**src/rtl/uart_transmitter.sv**
```systemverilog
// ============================================================================
//  Module   : uart_transmitter
//  Brief    : 8-bit UART transmitter, 1 start / 8 data (LSB first) / parity /
//             1 stop, with a four-phase send/sent handshake.
//  Revision : 1.0 - initial release
// ============================================================================
`default_nettype none

module uart_transmitter #(
  parameter int CLK_FREQUENCY = 100_000_000,
  parameter int BAUD_RATE     = 19_200,
  parameter int PARITY        = 1
) (
  input  logic       clk,
  input  logic       reset,
  input  logic       send,
  input  logic [7:0] din,
  output logic       tx_out,
  output logic       busy,
  output logic       sent
);

  localparam int                 c_BIT_CYCLES = CLK_FREQUENCY / BAUD_RATE;
  localparam int                 c_CNT_W      = (c_BIT_CYCLES > 1) ? $clog2(c_BIT_CYCLES) : 1;
  localparam logic [c_CNT_W-1:0] c_CNT_LAST   = c_CNT_W'(c_BIT_CYCLES - 1);
  localparam logic               c_ODD        = (PARITY != 0);

  typedef enum logic [2:0] {
    S_IDLE  = 3'd0,
    S_START = 3'd1,
    S_DATA  = 3'd2,
    S_PAR   = 3'd3,
    S_STOP  = 3'd4,
    S_DONE  = 3'd5
  } state_t;

  state_t             r_state, w_state_next;
  logic [c_CNT_W-1:0] r_cnt, w_cnt_next;
  logic [2:0]         r_idx, w_idx_next;
  logic [7:0]         r_din, w_din_next;
  logic               r_tx, w_tx_next;
  logic               w_bit_done;

  assign w_bit_done = (r_cnt == c_CNT_LAST);

  always_comb begin
    w_state_next = r_state;
    w_idx_next   = r_idx;
    w_din_next   = r_din;
    case (r_state)
      S_IDLE: begin
        if (send) begin
          w_state_next = S_START;
          w_din_next   = din;
          w_idx_next   = 3'd0;
        end
      end
      S_START: if (w_bit_done) w_state_next = S_DATA;
      S_DATA: begin
        if (w_bit_done) begin
          if (r_idx == 3'd7) w_state_next = S_PAR;
          else               w_idx_next   = r_idx + 3'd1;
        end
      end
      S_PAR:  if (w_bit_done) w_state_next = S_STOP;
      S_STOP: if (w_bit_done) w_state_next = S_DONE;
      S_DONE: if (!send)      w_state_next = S_IDLE;
      default:                w_state_next = S_IDLE;
    endcase
  end

  // Bit timer restarts at every bit boundary and is parked at zero outside a frame.
  always_comb begin
    w_cnt_next = r_cnt + c_CNT_W'(1);
    if ((w_state_next != r_state) || w_bit_done ||
        (r_state == S_IDLE) || (r_state == S_DONE)) begin
      w_cnt_next = '0;
    end
  end

  // Line level is computed from the next state so tx_out changes on the same edge.
  always_comb begin
    w_tx_next = 1'b1;
    case (w_state_next)
      S_START: w_tx_next = 1'b0;
      S_DATA:  w_tx_next = w_din_next[w_idx_next];
      S_PAR:   w_tx_next = (^w_din_next) ^ c_ODD;
      default: w_tx_next = 1'b1;
    endcase
  end

  always_ff @(posedge clk or negedge reset) begin
    if (!reset) begin
      r_state <= S_IDLE;
      r_cnt   <= '0;
      r_idx   <= 3'd0;
      r_din   <= 8'd0;
      r_tx    <= 1'b1;
    end else begin
      r_state <= w_state_next;
      r_cnt   <= w_cnt_next;
      r_idx   <= w_idx_next;
      r_din   <= w_din_next;
      r_tx    <= w_tx_next;
    end
  end

  assign tx_out = r_tx;
  assign busy   = (r_state == S_START) || (r_state == S_DATA) ||
                  (r_state == S_PAR)   || (r_state == S_STOP);
  assign sent   = (r_state == S_DONE);

endmodule

`default_nettype wire

```
**config.mk**
```make
export PLATFORM = sky130hd
export DESIGN_NAME = uart_transmitter
export DESIGN_NICKNAME = d
export VERILOG_FILES = /design/src/rtl/uart_transmitter.sv
export SDC_FILE = /design/constraint.sdc
export NUM_CORES = 1
export LEC_CHECK = 0
export BUFFER_PORTS_ARGS = -buffer_cell sky130_fd_sc_hd__buf_2
export CAP_MARGIN = 10
export CELL_PAD_IN_SITES_DETAIL_PLACEMENT = 1
export CELL_PAD_IN_SITES_GLOBAL_PLACEMENT = 2
export CORE_MARGIN = 2
export CORE_UTILIZATION = 31
export CTS_CLUSTER_DIAMETER = 200
export DETAILED_ROUTE_END_ITERATION = 7
export PLACE_DENSITY = 0.71
export SLEW_MARGIN = 20
export SYNTH_ARGS = -nofsm -noshare
export SYNTH_HDL_FRONTEND = slang
export SYNTH_SLANG_ARGS = --single-unit
```
**constraint.sdc**
```tcl
create_clock -name clk -period 3.5 [get_ports clk]
set_clock_uncertainty 0.15 [all_clocks]
set_input_delay 0.7 -clock clk [delete_from_list [all_inputs] [get_ports clk]]
set_output_delay 0.7 -clock clk [all_outputs]
set_load 0.005 [all_outputs]
```
* Yosys cells after proc, flatten, opt, wreduce, memory -nomap -nowiden *
Cells that the tools add are included.

storage, ports and cells
  output and inout port bits = 3
  register bits after elaboration = 28
  logic and storage cells = 46

operators by class
  $add $sub $neg = 2
  equal/unequal tests = 11
  reductions and logical operators = 8
  mux-type cells = 18
  bitwise gates (word level) = 1
  $lt $le $gt $ge = 1

operators with widths
  kind                                                                    count
  3-bit two-way mux                                                       10
  3-bit case mux with 6 select lines                                      1
  8-bit two-way mux                                                       2
  13-bit by 1-bit adder with 13-bit output (second input constant)        1
  13-bit equality test (second input constant)                            1
  13-bit two-way mux                                                      1
  3-bit by 2-bit equality test with 1-bit output (second input constant)  4
  3-bit equality test (second input constant)                             3
  8-bit parity                                                            1
  3-bit by 1-bit equality test with 1-bit output (second input constant)  2
  1-bit logical OR                                                        6
  3-bit case mux with 2 select lines                                      1
  3-bit by 4-bit < comparator with 1-bit output (second input constant)   1
  3-bit by 1-bit adder with 3-bit output (second input constant)          1
  1-bit binary-select mux with 3-bit select                               1
  3-bit zero test                                                         1
  3-bit != test                                                           1
  1-bit case mux with 3 select lines                                      1
  1-bit two-way mux                                                       1
  1-bit NOT                                                               1

* Longest topological paths before layout *
  depth after elaboration = 9
  gate-level depth with buffers = 10
  mapped depth without buffers = 9

* Least setup slack after synthesis *
Ideal clock, no wire load.

  path type = input-to-reg
  start point = input port send
  end point = register r_tx, in the netlist tx_out
  slack = 0.768 ns
  stages on the path = 8
  data arrival time = 2.504 ns
  setup time = 0.078 ns
  path through = or4b_2 -> buf_2 -> nand2_1 -> a21oi_1 -> nor2_2 -> mux2_4 -> a211o_1 -> a31o_1

between the ends
  cells in the longest elaborated chain, start to end = 5

ends and longest elaborated chain
  element                                                                           RTL line  source
  start, declared                                                                   16        input logic send,
  3-bit two-way mux / 8-bit two-way mux (equally long branches)                     52        if (send) begin
  3-bit case mux with 2 select lines / 8-bit two-way mux (equally long branches)    50        case (r_state)
  1-bit binary-select mux with 3-bit select / 8-bit parity (equally long branches)  86, 87
  1-bit two-way mux (not written as such) / 1-bit NOT (equally long branches)       n/a
  1-bit case mux with 3 select lines (*)                                            84        case (w_state_next)
  named net w_tx_next                                                               41        logic r_tx, w_tx_next;
  end signal, assigned                                                              104       r_tx <= w_tx_next;
  end, declared                                                                     41

Mark *: on every way through the listed nets, which the timed path passes. The rest lies on a longest branch. The select of a mux whose other input is x is not followed.

* Worst setup path in the final report *
  start point = register r_cnt[8]
  end point = register r_tx, in the netlist tx_out

between the ends
  cells in the longest elaborated chain, start to end = 6

ends and longest elaborated chain
  element                                    RTL line  source
  start, declared                            38        logic [c_CNT_W-1:0] r_cnt, w_cnt_next;
  start signal, assigned                     101       r_cnt <= w_cnt_next;
  13-bit equality test                       44        assign w_bit_done = (r_cnt == c_CNT_LAST);
  3-bit two-way mux                          60        if (w_bit_done) begin
  3-bit case mux with 2 select lines         50
  named net w_idx_next[1]                    39        logic [2:0] r_idx, w_idx_next;
  1-bit binary-select mux with 3-bit select  86        S_DATA: w_tx_next = w_din_next[w_idx_next];
  1-bit two-way mux (not written as such)    86
  1-bit case mux with 3 select lines         84
  named net w_tx_next                        41

The timed path passes the listed nets, and every way through them passes these cells. The select of a mux whose other input is x is not followed.

==> out/results.txt <==
Status = finished, final reports clean
Cells after synthesis = 166
Hold Fails Final Rpt = 0
DRT antenna net count = 0
Nets = 192
GRT overflow = 0
CP Cell Sequence = or4b_4 -> nor4_4 -> a21oi_1 -> nor2_2 -> inv_1 -> a2111oi_2 -> a211o_1 -> a31o_1
Via density per instance = 4.66
Final Max Slew Viols = 0
Final setup TNS = 0 ns
Yosys reg bits = 28
Io pins = 14
Critical-path maximum fanout = 7
Peak VDD IR = 170 uV
Arr. time, crit path = 2.96 ns
Final setup viols = 0
Required time of the critical path = 3.57 ns
WL met3 = 88 um
Pleak = 0.817 nW
Worst setup EP type = flip-flop
Max layer used = met4
Mapped Nets = 179
Via count = 1141
Startpoint types = flip-flop
Post-Route Hold Slack = 0.277 ns
Post-CTS sizing = 0
Largest net degree at the start of global routing = 29
WL met1 = 1690 um
Final routed DRC violation total = 0
Worst slew pin tran = 0.669 ns
Clk slew on worst S/H paths = 0.10 ns
CP max stage delay = 0.58 ns
Setup CP Type = flip-flop to flip-flop
Chip width = 74 um
Power per Cell Area = 683 nW/um2
Final min period = 2.89 ns
Final wirelength = 3400 um
Per-cell routed wire length = 13.9 um
Crit path max-delay family = simple AND/OR/NAND/NOR gates
Synthesized cell area = 1520 um2
Synth-to-layout area growth = 12.7%
CP max stage cell = or4b_4
Syn_area_per_cell = 9.15 um2
Starting Density = 0.322
Period utilization = 0.827
Register area share after synthesis = 0.462
First-pass GRT wire length = 5970 um
Die footprint = 5480 um2
Routability cong. = 0.799
Clock Tree Root = clkbuf_8
Rows = 25
TritonCTS clock tree = done
GRT Util Overall = 0.143
Max Fclk = 346 MHz
Core area = 4720 um2
Unique cell type count in the Yosys netlist = 38
Total power = 0.00117 W
Post-CTS Setup Bufs = 0
Layout cell share with drive strength beyond 1 = 0.163
Maxcap violations = 0
Sink Count = 28
Synth warn = 0
Fill cells = 563
Vias in the first global route = 1218
Die height = 74 um
PortBufs = 13
Clk_lat worst skew = 0.27 ns
CP bufs+invs = 1
RSZ-0062 raised after global routing = no
Initial antenna violation count = 0
CTS Buf Count = 3
Met2 wire length = 1600 um
Hold crit path type = input pin to async pin
DR iter-0 viols = 38
Max clock buf depth = 2
First-pass detailed-route iteration total = 3
Diodes inserted = 0
Hpwl dp = 2610 um
Util after Layout = 0.362
Post-cts hold buffer count = 0
Rel. slew slack = 0.550
CTS H-tree depth = 1
[logic make-up after synthesis]
logic type      share of synthesized area
compound gates                     0.0791
flops                               0.462
simple gates                        0.265
fa+ha+maj                          0.0165
xor+xnor                            0.127
buf+inv                            0.0338
mux                                0.0165
[registers in the layout, summed over array words and instances, names as in the netlist]
signal	cells
r_state	3
tx_out	1
r_idx	3
r_cnt	13
r_din	8
[final timing paths]
path | from | endpoint | slack (ns) | cells past startpoint
setup / recovery | r_cnt[8] | tx_out | 0.61 | 8
hold / removal | reset | r_cnt[8] | 0.28 | 1
setup reg to reg | r_cnt[8] | tx_out | 0.61 | 8
hold reg to reg | r_cnt[0] | r_cnt[0] | 0.36 | 1
max in group asynchronous | reset | r_idx[2] | 2.52 | 1
min in group clk | r_cnt[0] | r_cnt[0] | 0.36 | 1
[layout by cell type, fill, tap and decap left out, drive strengths merged, types with 3 or more instances in the layout]
master	Yosys	layout
and3	4	4
nor2	24	24
o21ai	3	3
a21oi	3	3
buf	2	14
inv	7	7
dfrtp	27	27
nand3	8	8
clkbuf	4	4
xor2	11	11
nand2	32	32
xnor2	11	11
[area by class of cell]
| class | count | area [um2] | share of cell area |
|---|---|---|---|
| Multi-Input combinational cell | 125 | 772 | 0.451 |
| Sequential cell | 28 | 702 | 0.410 |
| Tap cell | 67 | 83.8 | 0.0490 |
| Timing Repair Buffer | 14 | 72.6 | 0.0424 |
| Clock buffer | 4 | 55.1 | 0.0322 |
| Inverter | 7 | 26.3 | 0.0154 |
[synthesized netlist by cell type (all sizes together)]
| cell type | n | area, um2 |
|---|---|---|
| a21o | 2 | 16.3 |
| nand4bb | 1 | 11.3 |
| o22ai | 2 | 12.5 |
| nor4 | 1 | 21.3 |
| nand2b | 2 | 12.5 |
| or3b | 1 | 8.76 |
| clkbuf | 4 | 15.0 |
| mux2 | 1 | 15.0 |
| xnor2 | 11 | 96.3 |
| or4b | 2 | 23.8 |
| and2 | 2 | 12.5 |
| dfstp | 1 | 26.3 |
| a21oi | 3 | 15.0 |
| xor2 | 11 | 96.3 |
| mux2i | 1 | 10.0 |
| nor3 | 2 | 10.0 |
| a31oi | 2 | 12.5 |
| inv | 7 | 26.3 |
| nand3 | 8 | 40.0 |
| ha | 2 | 25.0 |
| a211oi | 1 | 7.51 |
| a31o | 1 | 8.76 |
| nor4b | 1 | 8.76 |
| nand4b | 1 | 8.76 |
| buf | 2 | 10.0 |
| a211o | 1 | 8.76 |
| dfrtp | 27 | 676 |
| nor2 | 24 | 92.6 |
| nand4 | 1 | 6.26 |
| nand2 | 32 | 120 |
| and3 | 4 | 26.3 |
| a41oi | 1 | 8.76 |
| o21ai | 3 | 15.0 |
| a2111oi | 1 | 15.0 |
[metal layers]
| metal | global-route usage | up-vias |
|---|---|---|
| met5 | 0 | - |
| met4 | 0.0485 | 0 |
| met3 | 0.0176 | 2 |
| met2 | 0.234 | 11 |
| met1 | 0.196 | 555 |
| li1 | - | 573 |
[where the power goes]
group	total [W]	switching [W]	internal, W	leakage [nW]
combinational	0.000463	0.000250	0.000214	0.424
sequential	0.000503	0.0000921	0.000411	0.364
clock	0.000203	0.000102	0.000101	0.0288
total	0.00117	0.000444	0.000725	0.817
[metrics by stage]
step                      area (um2)  setup WS (ns)  instances
final                           1710          0.606        245
after global routing            1710          0.398        245
after CTS                       1710          0.593        245
after detailed placement        1660          0.490        241
after global placement          1660          0.551        241
after floorplan                 1520          0.768        166
[worst reg2reg max path, stage by stage, from the launching register on]
cell	delay (ns)
dfrtp_1	0.42
or4b_4	0.58
nor4_4	0.47
a21oi_1	0.17
nor2_2	0.19
inv_1	0.11
a2111oi_2	0.45
a211o_1	0.16
a31o_1	0.14
No activity file was read; power rests on OpenSTA's default activity.
